**src/rtl/pdp11_operand_fetch_if.sv**
```systemverilog
// Register-file and memory-bus signals of the PDP-11 operand-fetch sequencer.
// The master side is the sequencer; the slave side is the register file plus memory.
interface pdp11_operand_fetch_if;
  logic [2:0]  rf_sela;
  logic [15:0] rf_a;
  logic [2:0]  rf_selb;
  logic        rf_we;
  logic [15:0] rf_w;
  logic        mem_req;
  logic [15:0] mem_addr;
  logic        mem_ack;
  logic [15:0] mem_rdata;

  modport master (
    output rf_sela, rf_selb, rf_we, rf_w, mem_req, mem_addr,
    input  rf_a, mem_ack, mem_rdata
  );

  modport slave (
    input  rf_sela, rf_selb, rf_we, rf_w, mem_req, mem_addr,
    output rf_a, mem_ack, mem_rdata
  );
endinterface

```
**src/rtl/pdp11_operand_fetch.sv**
```systemverilog
// PDP-11 operand-fetch sequencer: decodes one (mode, register) specifier into an effective
// address and operand. Define OPFETCH_ODD_TRAP_EN to trap odd word addresses with err.
module pdp11_operand_fetch (
  input  logic        clk,
  input  logic        reset,
  input  logic        start,
  input  logic [5:0]  spec,
  input  logic        byte_op,
  input  logic        nofetch,
  output logic        busy,
  output logic        done,
  output logic        err,
  output logic        is_reg,
  output logic [15:0] addr,
  output logic [15:0] operand,
  pdp11_operand_fetch_if.master bus
);

`ifdef OPFETCH_ODD_TRAP_EN
  localparam bit TRAP_EN = 1'b1;
`else
  localparam bit TRAP_EN = 1'b0;
`endif

  typedef enum logic [2:0] {IDLE, INDEX, REG, PTR, DATA, DONE} state_t;

  state_t      state, state_n;
  logic [2:0]  mode_q, rsel_q;
  logic        byte_q, nofetch_q, is_reg_q, err_q;
  logic [15:0] x_q, addr_q, operand_q;

  logic [2:0]  sela, selb;
  logic        we, req, trap;
  logic [15:0] wdata, maddr, ea, step;
  logic        ptr_mode;

  // Deferred modes 3/5 always move by a full word because the register holds a pointer.
  assign step     = (byte_q && rsel_q < 3'd6 && !mode_q[0]) ? 16'd1 : 16'd2;
  assign ptr_mode = mode_q[0] && (mode_q != 3'd1);

  always_comb begin
    state_n = state;
    sela    = 3'd0;
    selb    = 3'd0;
    we      = 1'b0;
    wdata   = 16'd0;
    req     = 1'b0;
    maddr   = 16'd0;
    ea      = 16'd0;
    trap    = 1'b0;
    case (state)
      IDLE: if (start) state_n = (spec[5:4] == 2'b11) ? INDEX : REG;
      INDEX: begin
        sela = 3'd7;
        if (TRAP_EN && bus.rf_a[0]) begin
          trap    = 1'b1;
          state_n = DONE;
        end else begin
          req   = 1'b1;
          maddr = bus.rf_a;
          if (bus.mem_ack) begin
            we      = 1'b1;
            selb    = 3'd7;
            wdata   = bus.rf_a + 16'd2;
            state_n = REG;
          end
        end
      end
      REG: begin
        sela = rsel_q;
        case (mode_q)
          3'd0: ea = 16'd0;
          3'd1: ea = bus.rf_a;
          3'd2, 3'd3: begin
            ea    = bus.rf_a;
            we    = 1'b1;
            selb  = rsel_q;
            wdata = bus.rf_a + step;
          end
          3'd4, 3'd5: begin
            ea    = bus.rf_a - step;
            we    = 1'b1;
            selb  = rsel_q;
            wdata = bus.rf_a - step;
          end
          default: ea = bus.rf_a + x_q;
        endcase
        if (mode_q == 3'd0)  state_n = DONE;
        else if (ptr_mode)   state_n = PTR;
        else if (nofetch_q)  state_n = DONE;
        else                 state_n = DATA;
      end
      PTR: begin
        if (TRAP_EN && addr_q[0]) begin
          trap    = 1'b1;
          state_n = DONE;
        end else begin
          req   = 1'b1;
          maddr = addr_q;
          if (bus.mem_ack) state_n = nofetch_q ? DONE : DATA;
        end
      end
      DATA: begin
        if (TRAP_EN && addr_q[0] && !byte_q) begin
          trap    = 1'b1;
          state_n = DONE;
        end else begin
          req   = 1'b1;
          maddr = addr_q;
          if (bus.mem_ack) state_n = DONE;
        end
      end
      DONE:    state_n = IDLE;
      default: state_n = IDLE;
    endcase
  end

  always_ff @(posedge clk) begin
    if (reset) begin
      state     <= IDLE;
      mode_q    <= 3'd0;
      rsel_q    <= 3'd0;
      byte_q    <= 1'b0;
      nofetch_q <= 1'b0;
      is_reg_q  <= 1'b0;
      err_q     <= 1'b0;
      x_q       <= 16'd0;
      addr_q    <= 16'd0;
      operand_q <= 16'd0;
    end else begin
      state <= state_n;
      case (state)
        IDLE: if (start) begin
          mode_q    <= spec[5:3];
          rsel_q    <= spec[2:0];
          byte_q    <= byte_op;
          nofetch_q <= nofetch;
          is_reg_q  <= 1'b0;
          err_q     <= 1'b0;
          x_q       <= 16'd0;
          addr_q    <= 16'd0;
          operand_q <= 16'd0;
        end
        INDEX: if (req && bus.mem_ack) x_q <= bus.mem_rdata;
        REG: begin
          addr_q <= ea;
          if (mode_q == 3'd0) begin
            is_reg_q  <= 1'b1;
            operand_q <= byte_q ? {8'd0, bus.rf_a[7:0]} : bus.rf_a;
          end
        end
        PTR: if (req && bus.mem_ack) addr_q <= bus.mem_rdata;
        DATA: if (req && bus.mem_ack) begin
          if (!byte_q)       operand_q <= bus.mem_rdata;
          else if (addr_q[0]) operand_q <= {8'd0, bus.mem_rdata[15:8]};
          else               operand_q <= {8'd0, bus.mem_rdata[7:0]};
        end
        default: ;
      endcase
      if (trap) begin
        err_q     <= 1'b1;
        operand_q <= 16'd0;
      end
    end
  end

  // Memory is word-organised, so bit 0 never reaches the bus.
  assign bus.mem_req  = req;
  assign bus.mem_addr = {maddr[15:1], 1'b0};
  assign bus.rf_sela  = sela;
  assign bus.rf_selb  = selb;
  assign bus.rf_we    = we;
  assign bus.rf_w     = wdata;

  assign busy    = (state != IDLE);
  assign done    = (state == DONE);
  assign err     = TRAP_EN ? err_q : 1'b0;
  assign is_reg  = is_reg_q;
  assign addr    = addr_q;
  assign operand = operand_q;

endmodule

```
**src/flat_wrapper.sv**
```systemverilog
// flat-port wrapper written by rule: the top's interface ports become plain ports
module pdp11_operand_fetch_flat 
  (clk, reset, start, spec, byte_op, nofetch, busy, done, err, is_reg, addr, operand, bus_rf_sela, bus_rf_selb, bus_rf_we, bus_rf_w, bus_mem_req, bus_mem_addr, bus_rf_a, bus_mem_ack, bus_mem_rdata);
  pdp11_operand_fetch_if bus_i ();
  input  logic clk;
  input  logic reset;
  input  logic start;
  input  logic [5:0] spec;
  input  logic byte_op;
  input  logic nofetch;
  output logic busy;
  output logic done;
  output logic err;
  output logic is_reg;
  output logic [15:0] addr;
  output logic [15:0] operand;
  output wire logic [$bits(bus_i.rf_sela)-1:0] bus_rf_sela;
  output wire logic [$bits(bus_i.rf_selb)-1:0] bus_rf_selb;
  output wire logic [$bits(bus_i.rf_we)-1:0] bus_rf_we;
  output wire logic [$bits(bus_i.rf_w)-1:0] bus_rf_w;
  output wire logic [$bits(bus_i.mem_req)-1:0] bus_mem_req;
  output wire logic [$bits(bus_i.mem_addr)-1:0] bus_mem_addr;
  input wire logic [$bits(bus_i.rf_a)-1:0] bus_rf_a;
  input wire logic [$bits(bus_i.mem_ack)-1:0] bus_mem_ack;
  input wire logic [$bits(bus_i.mem_rdata)-1:0] bus_mem_rdata;
  assign bus_rf_sela = bus_i.rf_sela;
  assign bus_rf_selb = bus_i.rf_selb;
  assign bus_rf_we = bus_i.rf_we;
  assign bus_rf_w = bus_i.rf_w;
  assign bus_mem_req = bus_i.mem_req;
  assign bus_mem_addr = bus_i.mem_addr;
  assign bus_i.rf_a = bus_rf_a;
  assign bus_i.mem_ack = bus_mem_ack;
  assign bus_i.mem_rdata = bus_mem_rdata;
  pdp11_operand_fetch u_core (.clk(clk), .reset(reset), .start(start), .spec(spec), .byte_op(byte_op), .nofetch(nofetch), .busy(busy), .done(done), .err(err), .is_reg(is_reg), .addr(addr), .operand(operand), .bus(bus_i));
endmodule
```
**config.mk**
```make
export PLATFORM = sky130hd
export DESIGN_NAME = pdp11_operand_fetch_flat
export DESIGN_NICKNAME = d
export VERILOG_FILES = /design/src/rtl/pdp11_operand_fetch_if.sv /design/src/rtl/pdp11_operand_fetch.sv /design/src/flat_wrapper.sv
export SDC_FILE = /design/constraint.sdc
export NUM_CORES = 1
export LEC_CHECK = 0
export ABC_AREA = 1
export BUFFER_PORTS_ARGS = -buffer_cell sky130_fd_sc_hd__buf_2
export CAP_MARGIN = 20
export CORE_MARGIN = 2
export CORE_UTILIZATION = 35
export DETAILED_ROUTE_END_ITERATION = 7
export SYNTH_ARGS = -nofsm -noshare
export SYNTH_HDL_FRONTEND = slang
export SYNTH_SLANG_ARGS = --single-unit
```
**constraint.sdc**
```tcl
create_clock -name clk -period 2.1 [get_ports clk]
set_input_delay 0.105 -clock clk [delete_from_list [all_inputs] [get_ports clk]]
set_output_delay 0.105 -clock clk [all_outputs]
set_load 0.01 [all_outputs]
```
==> reports/metrics.yaml <==
outcome:
  outcome: "finished, violations left"
  violations: "setup timing"
final_layout:
  n_antenna_cell: 0
  layout-drive-gt1-share_pct: 24.5
  area_growth_pct: 27.1
  final_nets: 1110
die:
  die_x_um: 128
  rows: 45
  num_io_pins: 120
  dieArea_um2: 16500
  core_area_um2: 15100
  start_util_pct: 35.8
  die_y_um: 128
critical_path:
  crit_buf_inv: 4
  cp_top_family: "compound AO/OA/AOI/OAI gates"
  arrival_ns: 2.35
  end_kind: "output pin"
  crit_slowest_cell: "fa_2"
  startpoint_type: "flip-flop"
  crit_fanout: 3
  cp-startpoint: "u_core.rsel_q[1]$_SDFFE_PP0P_"
  rr_worst_depth: 17
  r2r-start: "u_core.rsel_q[1]$_SDFFE_PP0P_"
  crit_cells: 12
  crit_chain: "nand2_2, nand3_4, inv_4, buf_4, ha_4, fa_2, buf_4, o21ai_0, a21o_1, o21ai_0, a22o_1, buf_2"
  crit_path_max_incr_delay_ns: 0.37
  critPathKind: "reg2out"
  required_ns: 2.00
logic_synthesis:
  synth.avg_cell_area_um2: 5.92
  yosys.area_share.xor_xnor_pct: 1.78
  async_reset_ff_share_pct: 0
  synthFlopType: "dfxtp_1"
  synthMuxAreaShare_pct: 0
  yosys_warnings: 0
  synth_top_family_by_area: "simple AND/OR/NAND/NOR gates"
  synth_edf_count: 0
  synthAdderAreaFrac_pct: 5.96
  syn-cell-area_um2: 5420
  synth-compound-area-share_pct: 24.9
  synth_cell_types: 43
  synth-simple-area-share_pct: 33.4
  synth_seq_cells: 60
  syn_inst: 915
  ys_seq_area_share_pct: 22.2
timing:
  tightest_slew_ns: 0.634
  rsz0062_at_grt: "true"
  min_period_over_period_pct: 117
  setup_tns_ns: -4.58
  setup_viol: 19
  maxSlewViolCount: 0
  fin_skew_ns: 0.00767
  setup_ws_ns: -0.353
  min_period_ns: 2.45
  hold_viol: 0
  maxSlewHeadroom_pct: 57.7
  fmax_mhz: 408
cts:
  clockBufferDepth: 2
  cts_tree: "done"
  root_buffer: "clkbuf_16"
  cts_buffers: 9
  h-tree-depth: 3
  hold_buffers: 0
  cts_sinks: 60
  clk_latency_ns: 0.33
  clk_pin_slew_ns: 0.05
power_and_ir_drop:
  total_power_mw: 8.88
  power.leakage_nw: 3.29
  powerDensity_nw_per_um2: 1290
  ir_drop_v: 0.000679
global_routing:
  overflow: 0
  grt_pass1_vias: 6008
  grt_pass1_wl_um: 33200
  track_usage_pct: 26.1
  grt_max_degree: 27
  antenna_found_initial: 0
detailed_routing:
  drc: 0
  wl_per_cell_um: 17.7
  dr.pass1.iters: 5
  routed_via_density: 5.45
  ant_nets: 0
  via_count: 6732
  drt-total-wl_um: 21800
  drtIter0Drc: 621
placement:
  port_buffers: 117
  place_congestion: 0.939
  place_ws_ns: -0.0652
  hpwl_um: 16600
run:
  drv_cap: 0
hold_path:
  min-delay-start: "nofetch"
  worstHoldPathCells: 3
  hp-class: "in2reg"
-- final cells by class --
| type | instances | area (µm²) |
|---|---|---|
| Clock buffer | 14 | 254 |
| Clock inverter | 2 | 10.0 |
| Fill cell | 1629 | 8260 |
| Inverter | 108 | 413 |
| Multi-Input combinational cell | 707 | 3880 |
| Sequential cell | 60 | 1200 |
| Tap cell | 188 | 235 |
| Timing Repair Buffer | 156 | 892 |
-- placed cells by master (no fill, tap or decap), types with 3 or more instances in the layout --
master and count:
a21oi_1 82, a21oi_2 8, buf_2 116, buf_4 37, buf_6 3, clkbuf_1 4, clkbuf_16 9, clkinv_1 3
dfxtp_1 58, ha_1 18, ha_4 3, inv_1 94, inv_2 9, nand2_1 198, nand2_2 13, nand2_4 5
nand3_1 57, nand3_2 11, nand3_4 4, nand4_1 9, nor2_1 97, nor2_2 8, nor2_4 9, nor3_1 3
nor3_2 3, o211ai_1 9, o21ai_0 86, o21ai_1 37, o21ai_2 5, o311ai_0 3, o311ai_1 4, o32ai_1 8
xor2_1 9
-- cells in the mapped netlist, types with 2 or more instances --
master | count | area [µm²]
xor2_1 | 9 | 78.8
nand3_1 | 69 | 345
nand2_2 | 4 | 25.0
o32ai_1 | 8 | 70.1
nor2_2 | 6 | 37.5
dfxtp_1 | 60 | 1200
nor2_1 | 107 | 402
o211ai_1 | 9 | 67.6
ha_1 | 21 | 263
o311ai_0 | 3 | 26.3
buf_4 | 6 | 45.0
o21ai_1 | 20 | 100
buf_2 | 16 | 80.1
inv_1 | 98 | 368
nand4_1 | 9 | 56.3
a21oi_1 | 90 | 450
fa_1 | 3 | 60.1
clkinv_1 | 4 | 15.0
and2_1 | 2 | 12.5
o21ai_0 | 108 | 541
nand2_4 | 3 | 33.8
nor3_1 | 4 | 20.0
xnor2_1 | 2 | 17.5
clkbuf_1 | 13 | 48.8
buf_6 | 5 | 56.3
inv_2 | 6 | 22.5
nand3_2 | 2 | 20.0
nand2_1 | 209 | 785
nor3_2 | 2 | 20.0
o311ai_1 | 4 | 35.0
-- where the power goes --
part / internal [mW] / total (mW) / switching (mW) / leakage (nW)
logic: 1.98 / 5.70 / 3.72 / 2.66
clock network: 0.827 / 1.33 / 0.505 / 0.131
registers: 1.53 / 1.84 / 0.309 / 0.494
total: 4.34 / 8.88 / 4.53 / 3.29
-- routing by layer --
metal | vias to the layer above | track usage [%] | part of all wire (%)
met5 | - | 0 | 0
met4 | 0 | 9.76 | 3.0
met3 | 42 | 6.44 | 9.2
met2 | 355 | 38.6 | 42
met1 | 3047 | 36.6 | 46
li1 | 3288 | - | -
-- worst reg2reg max path: stages (launching register included) --
cell     delay, ns
dfxtp_2       0.32
nand2_2       0.08
nand3_4       0.08
buf_4         0.15
buf_6         0.12
ha_4          0.29
inv_1         0.04
nand2_1       0.07
nand2_2       0.11
nor2_4        0.16
nand2_1       0.08
nand2_1       0.07
nand3_2       0.09
buf_4         0.15
buf_4         0.12
a21oi_2       0.12
nand2_2       0.08
a21oi_2       0.12
-- repair_timing --
action,CTS,global route
pin swaps,20,18
endpoints found under the setup margin,20,29
gates cloned,0,0
hold endpoints to repair,0,0
setup buffers,7,3
resized for setup,55,43
-- worst paths after layout --
path                                        end  slack (ns)
setup reg to reg   u_core.addr[15]$_SDFFE_PP0P_       -0.20
hold / removal    u_core.nofetch_q$_SDFFE_PP0P_        0.06
hold reg to reg   u_core.nofetch_q$_SDFFE_PP0P_        0.46
setup / recovery                    bus_rf_w[2]       -0.35
-- kinds of logic (layout without fill, tap and decap cells) --
logic type,after synthesis,after routing
and+or+nand+nor,421,421
AOI/OAI and AO/OA,249,249
DFF,60,60
xor gates and xnor gates,11,11
buffers and inverters,149,280
adders and majority gates,24,24
other,1,2
-- metrics by stage --
| stage | util, % | hold slack (ns) | instance area [µm²] | std cells |
|---|---|---|---|---|
| after floorplan | - | 0.243 | 5440 | 916 |
| after global placement | 41.2 | 0.385 | 6240 | 1209 |
| after detailed placement | 41.2 | 0.401 | 6240 | 1209 |
| after CTS | 44.3 | 0.0588 | 6710 | 1232 |
| after global routing | 45.5 | 0.0830 | 6890 | 1235 |
| final | 45.5 | 0.0589 | 6890 | 1235 |
(Power assumes the default switching activity.)
